<file path="src/rtl/vga_sync_gen_pkg.sv">
// Shared VGA raster definitions: default 640x480@60 timing, counter width and small helpers
// used by the sync generator and by downstream display stages for range checks.
package vga_sync_gen_pkg;

  localparam int CNT_W   = 10;
  localparam int CNT_MAX = 1 << CNT_W;

  localparam int H_ACTIVE_DEF = 640;
  localparam int H_FP_DEF     = 16;
  localparam int H_SYNC_DEF   = 96;
  localparam int H_BP_DEF     = 48;

  localparam int V_ACTIVE_DEF = 480;
  localparam int V_FP_DEF     = 10;
  localparam int V_SYNC_DEF   = 2;
  localparam int V_BP_DEF     = 33;

  typedef logic [CNT_W-1:0] cnt_t;

  // One raster sample as it travels down the delay line; all-zero is the idle/blank state.
  typedef struct packed {
    logic h;
    logic v;
    logic vis;
  } raster_t;

  localparam raster_t RASTER_IDLE = '{h: 1'b0, v: 1'b0, vis: 1'b0};

  function automatic int timing_total(input int active, input int fp, input int sync,
                                      input int bp);
    return active + fp + sync + bp;
  endfunction

  // Half-open window test [lo, hi) on an unsigned counter value.
  function automatic logic in_window(input cnt_t cnt, input int lo, input int hi);
    return (int'(cnt) >= lo) && (int'(cnt) < hi);
  endfunction

  function automatic logic sync_level(input logic asserted, input logic pol);
    return asserted ? pol : ~pol;
  endfunction

endpackage

</file>
<file path="src/rtl/vga_sync_gen_pix_divider.sv">
// Pixel-rate divider: div_cnt cycles 0..CLK_DIV-1 and pix_en is a registered one-clk pulse
// in the clk following the terminal count (continuously high when CLK_DIV is 1).
module vga_pix_divider #(
  parameter int CLK_DIV = 4
) (
  input  logic clk,
  input  logic rst_n,
  output logic pix_en
);

  localparam int DIV_W = (CLK_DIV > 1) ? $clog2(CLK_DIV) : 1;
  localparam logic [DIV_W-1:0] DIV_LAST = DIV_W'(CLK_DIV - 1);

  logic [DIV_W-1:0] div_cnt;

  always_ff @(posedge clk or negedge rst_n) begin
    if (!rst_n) begin
      div_cnt <= '0;
      pix_en  <= 1'b0;
    end else begin
      pix_en <= (div_cnt == DIV_LAST);
      if (div_cnt == DIV_LAST) begin
        div_cnt <= '0;
      end else begin
        div_cnt <= div_cnt + DIV_W'(1);
      end
    end
  end

endmodule

</file>
<file path="src/rtl/vga_sync_gen.sv">
// VGA raster timing source: pixel enable, x/y counters, line/frame strobes, and
// hsync/vsync/video_on delayed by PIPE_DLY pixel ticks to line up with the colour path.
module vga_sync_gen
  import vga_sync_gen_pkg::*;
#(
  parameter int   CLK_DIV  = 4,
  parameter int   H_ACTIVE = H_ACTIVE_DEF,
  parameter int   H_FP     = H_FP_DEF,
  parameter int   H_SYNC   = H_SYNC_DEF,
  parameter int   H_BP     = H_BP_DEF,
  parameter int   V_ACTIVE = V_ACTIVE_DEF,
  parameter int   V_FP     = V_FP_DEF,
  parameter int   V_SYNC   = V_SYNC_DEF,
  parameter int   V_BP     = V_BP_DEF,
  parameter logic SYNC_POL = 1'b0,
  parameter int   PIPE_DLY = 1
) (
  input  logic       clk,
  input  logic       rst_n,
  output logic       pix_en,
  output logic [9:0] x_cnt,
  output logic [9:0] y_cnt,
  output logic       video_on,
  output logic       hsync,
  output logic       vsync,
  output logic       line_start,
  output logic       frame_start
);

  localparam int H_TOTAL      = timing_total(H_ACTIVE, H_FP, H_SYNC, H_BP);
  localparam int V_TOTAL      = timing_total(V_ACTIVE, V_FP, V_SYNC, V_BP);
  localparam int H_SYNC_START = H_ACTIVE + H_FP;
  localparam int H_SYNC_END   = H_SYNC_START + H_SYNC;
  localparam int V_SYNC_START = V_ACTIVE + V_FP;
  localparam int V_SYNC_END   = V_SYNC_START + V_SYNC;

  localparam cnt_t H_LAST = cnt_t'(H_TOTAL - 1);
  localparam cnt_t V_LAST = cnt_t'(V_TOTAL - 1);

  if (H_TOTAL > CNT_MAX) begin : g_bad_h_total
    $error("vga_sync_gen: H_TOTAL %0d does not fit the 10-bit counter", H_TOTAL);
  end
  if (V_TOTAL > CNT_MAX) begin : g_bad_v_total
    $error("vga_sync_gen: V_TOTAL %0d does not fit the 10-bit counter", V_TOTAL);
  end
  if (CLK_DIV < 1) begin : g_bad_clk_div
    $error("vga_sync_gen: CLK_DIV %0d must be at least 1", CLK_DIV);
  end
  if ((PIPE_DLY < 0) || (PIPE_DLY > 4)) begin : g_bad_pipe_dly
    $error("vga_sync_gen: PIPE_DLY %0d outside 0..4", PIPE_DLY);
  end

  vga_pix_divider #(
    .CLK_DIV(CLK_DIV)
  ) u_pix_divider (
    .clk   (clk),
    .rst_n (rst_n),
    .pix_en(pix_en)
  );

  // Strobes are registered alongside the wrap so they coincide with the new count.
  always_ff @(posedge clk or negedge rst_n) begin
    if (!rst_n) begin
      x_cnt       <= '0;
      y_cnt       <= '0;
      line_start  <= 1'b0;
      frame_start <= 1'b0;
    end else begin
      line_start  <= 1'b0;
      frame_start <= 1'b0;
      if (pix_en) begin
        if (x_cnt == H_LAST) begin
          x_cnt      <= '0;
          line_start <= 1'b1;
          if (y_cnt == V_LAST) begin
            y_cnt       <= '0;
            frame_start <= 1'b1;
          end else begin
            y_cnt <= y_cnt + 10'd1;
          end
        end else begin
          x_cnt <= x_cnt + 10'd1;
        end
      end
    end
  end

  raster_t raw;
  raster_t dly_out;

  always_comb begin
    raw     = RASTER_IDLE;
    raw.h   = in_window(x_cnt, H_SYNC_START, H_SYNC_END);
    raw.v   = in_window(y_cnt, V_SYNC_START, V_SYNC_END);
    raw.vis = in_window(x_cnt, 0, H_ACTIVE) && in_window(y_cnt, 0, V_ACTIVE);
  end

  if (PIPE_DLY == 0) begin : g_no_dly
    // Counters sit at (0,0) in reset, which is visible; force blank so reset stays dark.
    assign dly_out = rst_n ? raw : RASTER_IDLE;
  end else begin : g_dly
    for (genvar i = 0; i < PIPE_DLY; i++) begin : g_stage
      raster_t d;
      raster_t q;
      if (i == 0) begin : g_first
        assign d = raw;
      end else begin : g_next
        assign d = g_stage[i-1].q;
      end
      always_ff @(posedge clk or negedge rst_n) begin
        if (!rst_n) begin
          q <= RASTER_IDLE;
        end else if (pix_en) begin
          q <= d;
        end
      end
    end
    assign dly_out = g_stage[PIPE_DLY-1].q;
  end

  assign video_on = dly_out.vis;
  assign hsync    = sync_level(dly_out.h, SYNC_POL);
  assign vsync    = sync_level(dly_out.v, SYNC_POL);

endmodule
</file>
<file path="config.mk">
export PLATFORM = sky130hd
export DESIGN_NAME = vga_sync_gen
export DESIGN_NICKNAME = d
export VERILOG_FILES = /design/src/rtl/vga_sync_gen_pkg.sv /design/src/rtl/vga_sync_gen_pix_divider.sv /design/src/rtl/vga_sync_gen.sv
export SDC_FILE = /design/constraint.sdc
export NUM_CORES = 1
export LEC_CHECK = 0
export CAP_MARGIN = 10
export CORE_UTILIZATION = 50
export DETAILED_ROUTE_END_ITERATION = 6
export GPL_ROUTABILITY_DRIVEN = 0
export HOLD_SLACK_MARGIN = 0.1
export PLACE_DENSITY = 0.78
export SETUP_SLACK_MARGIN = 0.3
export SYNTH_ARGS = -nofsm -noshare
export SYNTH_HDL_FRONTEND = slang
export SYNTH_SLANG_ARGS = --single-unit
</file>
<file path="constraint.sdc">
create_clock -name clk -period 5.57 [get_ports clk]
set_input_delay 1.3925 -clock clk [delete_from_list [all_inputs] [get_ports clk]]
set_output_delay 1.3925 -clock clk [all_outputs]
set_load 0.02 [all_outputs]
</file>
==> impl_results.md <==
* Slew headroom at 72.6%
* Largest net degree at the start of global routing at 29
* RSZ-0062 raised after global routing: no
* Core area at 0.00254 sq mm
* Seq cells post-synth at 28
* Reg clk slew, reported paths at roughly 0.16 ns
* EDFF count, synth at 0
* Maximum fanout along the worst path at 13
* FF/Latch Area at approximately 700 sq um
* DR vias/cell at between 5 and 6
* Rows at 18
* # hold bufs at CTS at 0
* Max Freq at 0.330 GHz
* Total I/O pin count at 28
* YS warnings at 0
* WP data required at 4.18 ns
* Most common cell in the netlist: dfrtp_1
* Drt drc at 0
* Starting DRC count in detailed routing at 31
* Layout cell share with drive strength beyond 1 at 5.59%
* H-tree depth at 1
* Outcome: finished, final reports clean
* CP max-delay cell: clkdlybuf4s50_1
* # nets final at 170
* DRT Wirelength at 2.91 mm
* Area contributors post-synth: dfrtp_1 50%, ha_1 5.4%, nand3_1 4.0%, xnor2_1 3.2%, nand2_1 2.7%
* Worst hold endpoint: u_pix_divider.div_cnt[0]
* Synthesized instance count at between 100 and 150
* Buf+Inv Stages, Crit Path at 1
* CP Capture Type: output port
* Max Slew Vio Count at 0
* Worst vdd ir at around 0.00021 V
* Setup Buffers After CTS at 0
* Port-buffer cells at 27
* Top cell type by total area after synthesis: dfrtp_1
* Setup_tns at 0 ns
* DIE WIDTH at 54.7 um
* Maxcap violations at 0
* Antenna cells at 0
* Vias in the first global route at 994
* Area of the multi-input gates at 608 sq um
* Critical R2R Capture: y_cnt[7]
* CTS Buf Count at 3
* Area Growth Syn to Fin at 23.6%
* CTS Buffer Depth at 2
* Post-route ant nets at 0
* R2R Setup Slk at 3.40 ns
* GRT Total Usage at a little under a quarter
* CTS tree: done
* Min-Delay Path Class: reg -> reg
* Clk_lat worst skew at 0.35 ns
* Post-Syn Nets at 141
* Sequential-to-total area share from yosys stat at 50.5%
* Drt pass-1 iters at 4
* Slowest stage delay, CP at between 0.6 and 0.7 ns
* Switching power total at 69.6 uW
* Root Driver: clkbuf_4
* Post-cts sizing count at 0
* Sink Count at 28
* Mapped cell area at 0.00139 sq mm
* Syn Area/Cell at 10.4 sq um
* Power share of the combinational group at 1.4%
* DR WL/cell at 15.2 um
* Slew @ Worst Pin at between 0.4 and 0.5 ns
* P per Cell Area at 202 mW/mm^2
* Startpoint Class: flip-flop
* Via count at 1081
* Tot Pwr at 347 uW
* First-pass GRT wire length at 4.76 mm
* DP HPWL at approximately 2 mm
* Sw frac at 20.1%
* Critical path class: reg -> out
* CP arrival at 1.63 ns
* Library cells used by synthesis at 39
* FFs w/ async S/R, synth at 100%
* Die Y at approximately 55 um
* Synth cell count leaders: 28 x dfrtp_1, 11 x nand3_1, 10 x nand2_1, 8 x inv_1, 8 x nor2_1
* Initial antenna violation count at 0
* CP Cell Sequence: clkdlybuf4s50_1
* Hold Crit Depth at 1
* Final cycle utilization of the critical path at 54.3%
* Power share of the clock group at 40.0%
* Pleak at between 0.7 and 0.8 nW
* Crit Reg-Reg Startpoint: x_cnt[0]
* Fin. Hold Viols at 0
* Tmin final at 3.03 ns
* Die area at 0.00299 sq mm
* Yosys top cell area share at 50.5%
* Filler cells at about 200
* Setup Viol. Count Final at 0
* P_int at ~280 uW
* Initial core utilization at 54.5%
* Primary FF master, synth: dfrtp_1
* Delay-heaviest family, CP: buffers and inverters
* Reg power frac at 58.6%
* Critical path depth at 1
* Clk_skew at about 0.0068 ns
* GR Overflow Total at 0
* Reg2reg path depth at 6
* HP Start: u_pix_divider.div_cnt[0]
cell families after synthesis:
kind of cell	after synthesis	share of synthesized area (%)
AND/OR/NAND/NOR	56	22.9
flip-flops	28	50.5
AO/OA/AOI/OAI	20	9.11
buffers and inverters	13	5.68
XOR/XNOR	9	5.68
adder cells (fa/ha/maj)	6	5.41
multiplexers	1	0.721
final cells by class:
cell class              instances  area share (%)
inverters                       9            2.26
clock buffers                   3            1.31
flip-flops and latches         28            40.8
clock inverters                 1            1.75
well taps                      30            2.19
repair buffers                 28            16.2
multi-input cells              92            35.4
metal layers:
metal | global-route usage (%) | up-vias | share of wire, %
met1 | 31.3 | 521 | 47
met4 | 11.5 | 0 | 2.0
met3 | 3.61 | 4 | 3.6
met5 | 0 | - | 0
li1 | - | 527 | -
met2 | 35.7 | 29 | 48
stage by stage:
| step | area (sq um) | worst slack [ns] | cells | utilization [%] | hold WS, ns |
|---|---|---|---|---|---|
| floorplan | 1390 | 3.63 | 133 | - | 0.403 |
| global placement | 1660 | 2.97 | 187 | 65.3 | 0.415 |
| detailed placement | 1660 | 2.96 | 187 | 65.3 | 0.431 |
| CTS | 1720 | 2.55 | 191 | 67.4 | 0.453 |
| global route | 1720 | 2.46 | 191 | 67.4 | 0.470 |
| finish | 1720 | 2.54 | 191 | 67.4 | 0.451 |
power by group through the flow:
| stage | combinational [mW] | sequential (mW) | clock (mW) |
|---|---|---|---|
| 5_1_grt | 0.00607 | 0.203 | 0.143 |
| 6_report | 0.00482 | 0.203 | 0.139 |
| 2_1_floorplan | 0.000000285 | 0.207 | 0 |
| 3_5_place_dp | 0.00538 | 0.207 | 0 |
| 3_3_place_gp | 0.00515 | 0.207 | 0 |
| 4_1_cts | 0.00535 | 0.203 | 0.140 |
cell usage in the layout (no fill, tap or decap), types with 2 or more instances in the layout:
cell type and count:
dfrtp_1 28, clkdlybuf4s50_1 27, nand3_1 11, nand2_1 10
inv_1 8, nor2_1 8, o21ai_0 7, nand4_1 6
ha_1 6, xnor2_1 5, and3_1 4, xor2_1 4
nor3_1 3, clkbuf_4 3, and2_1 2, nor4bb_1 2
o21ai_1 2, and4_1 2, a21o_1 2, a21oi_1 2
worst max path at each step:
stage,startpoint,end,slack [ns]
after detailed placement,u_pix_divider.pix_en,pix_en,2.96
after floorplan,x_cnt[0],y_cnt[6],3.63
final,u_pix_divider.pix_en,pix_en,2.54
after global placement,u_pix_divider.pix_en,pix_en,2.97
after CTS,u_pix_divider.pix_en,pix_en,2.55
after global routing,u_pix_divider.pix_en,pix_en,2.46
sequential cells by signal, indices dropped and copies added (netlist names):
signal and count:
dly_out 2, x_cnt 10, u_pix_divider.div_cnt 2, frame_start 1, y_cnt 10, video_on 1, u_pix_divider.pix_en 1, line_start 1
Power figures use the tool's default switching activity.
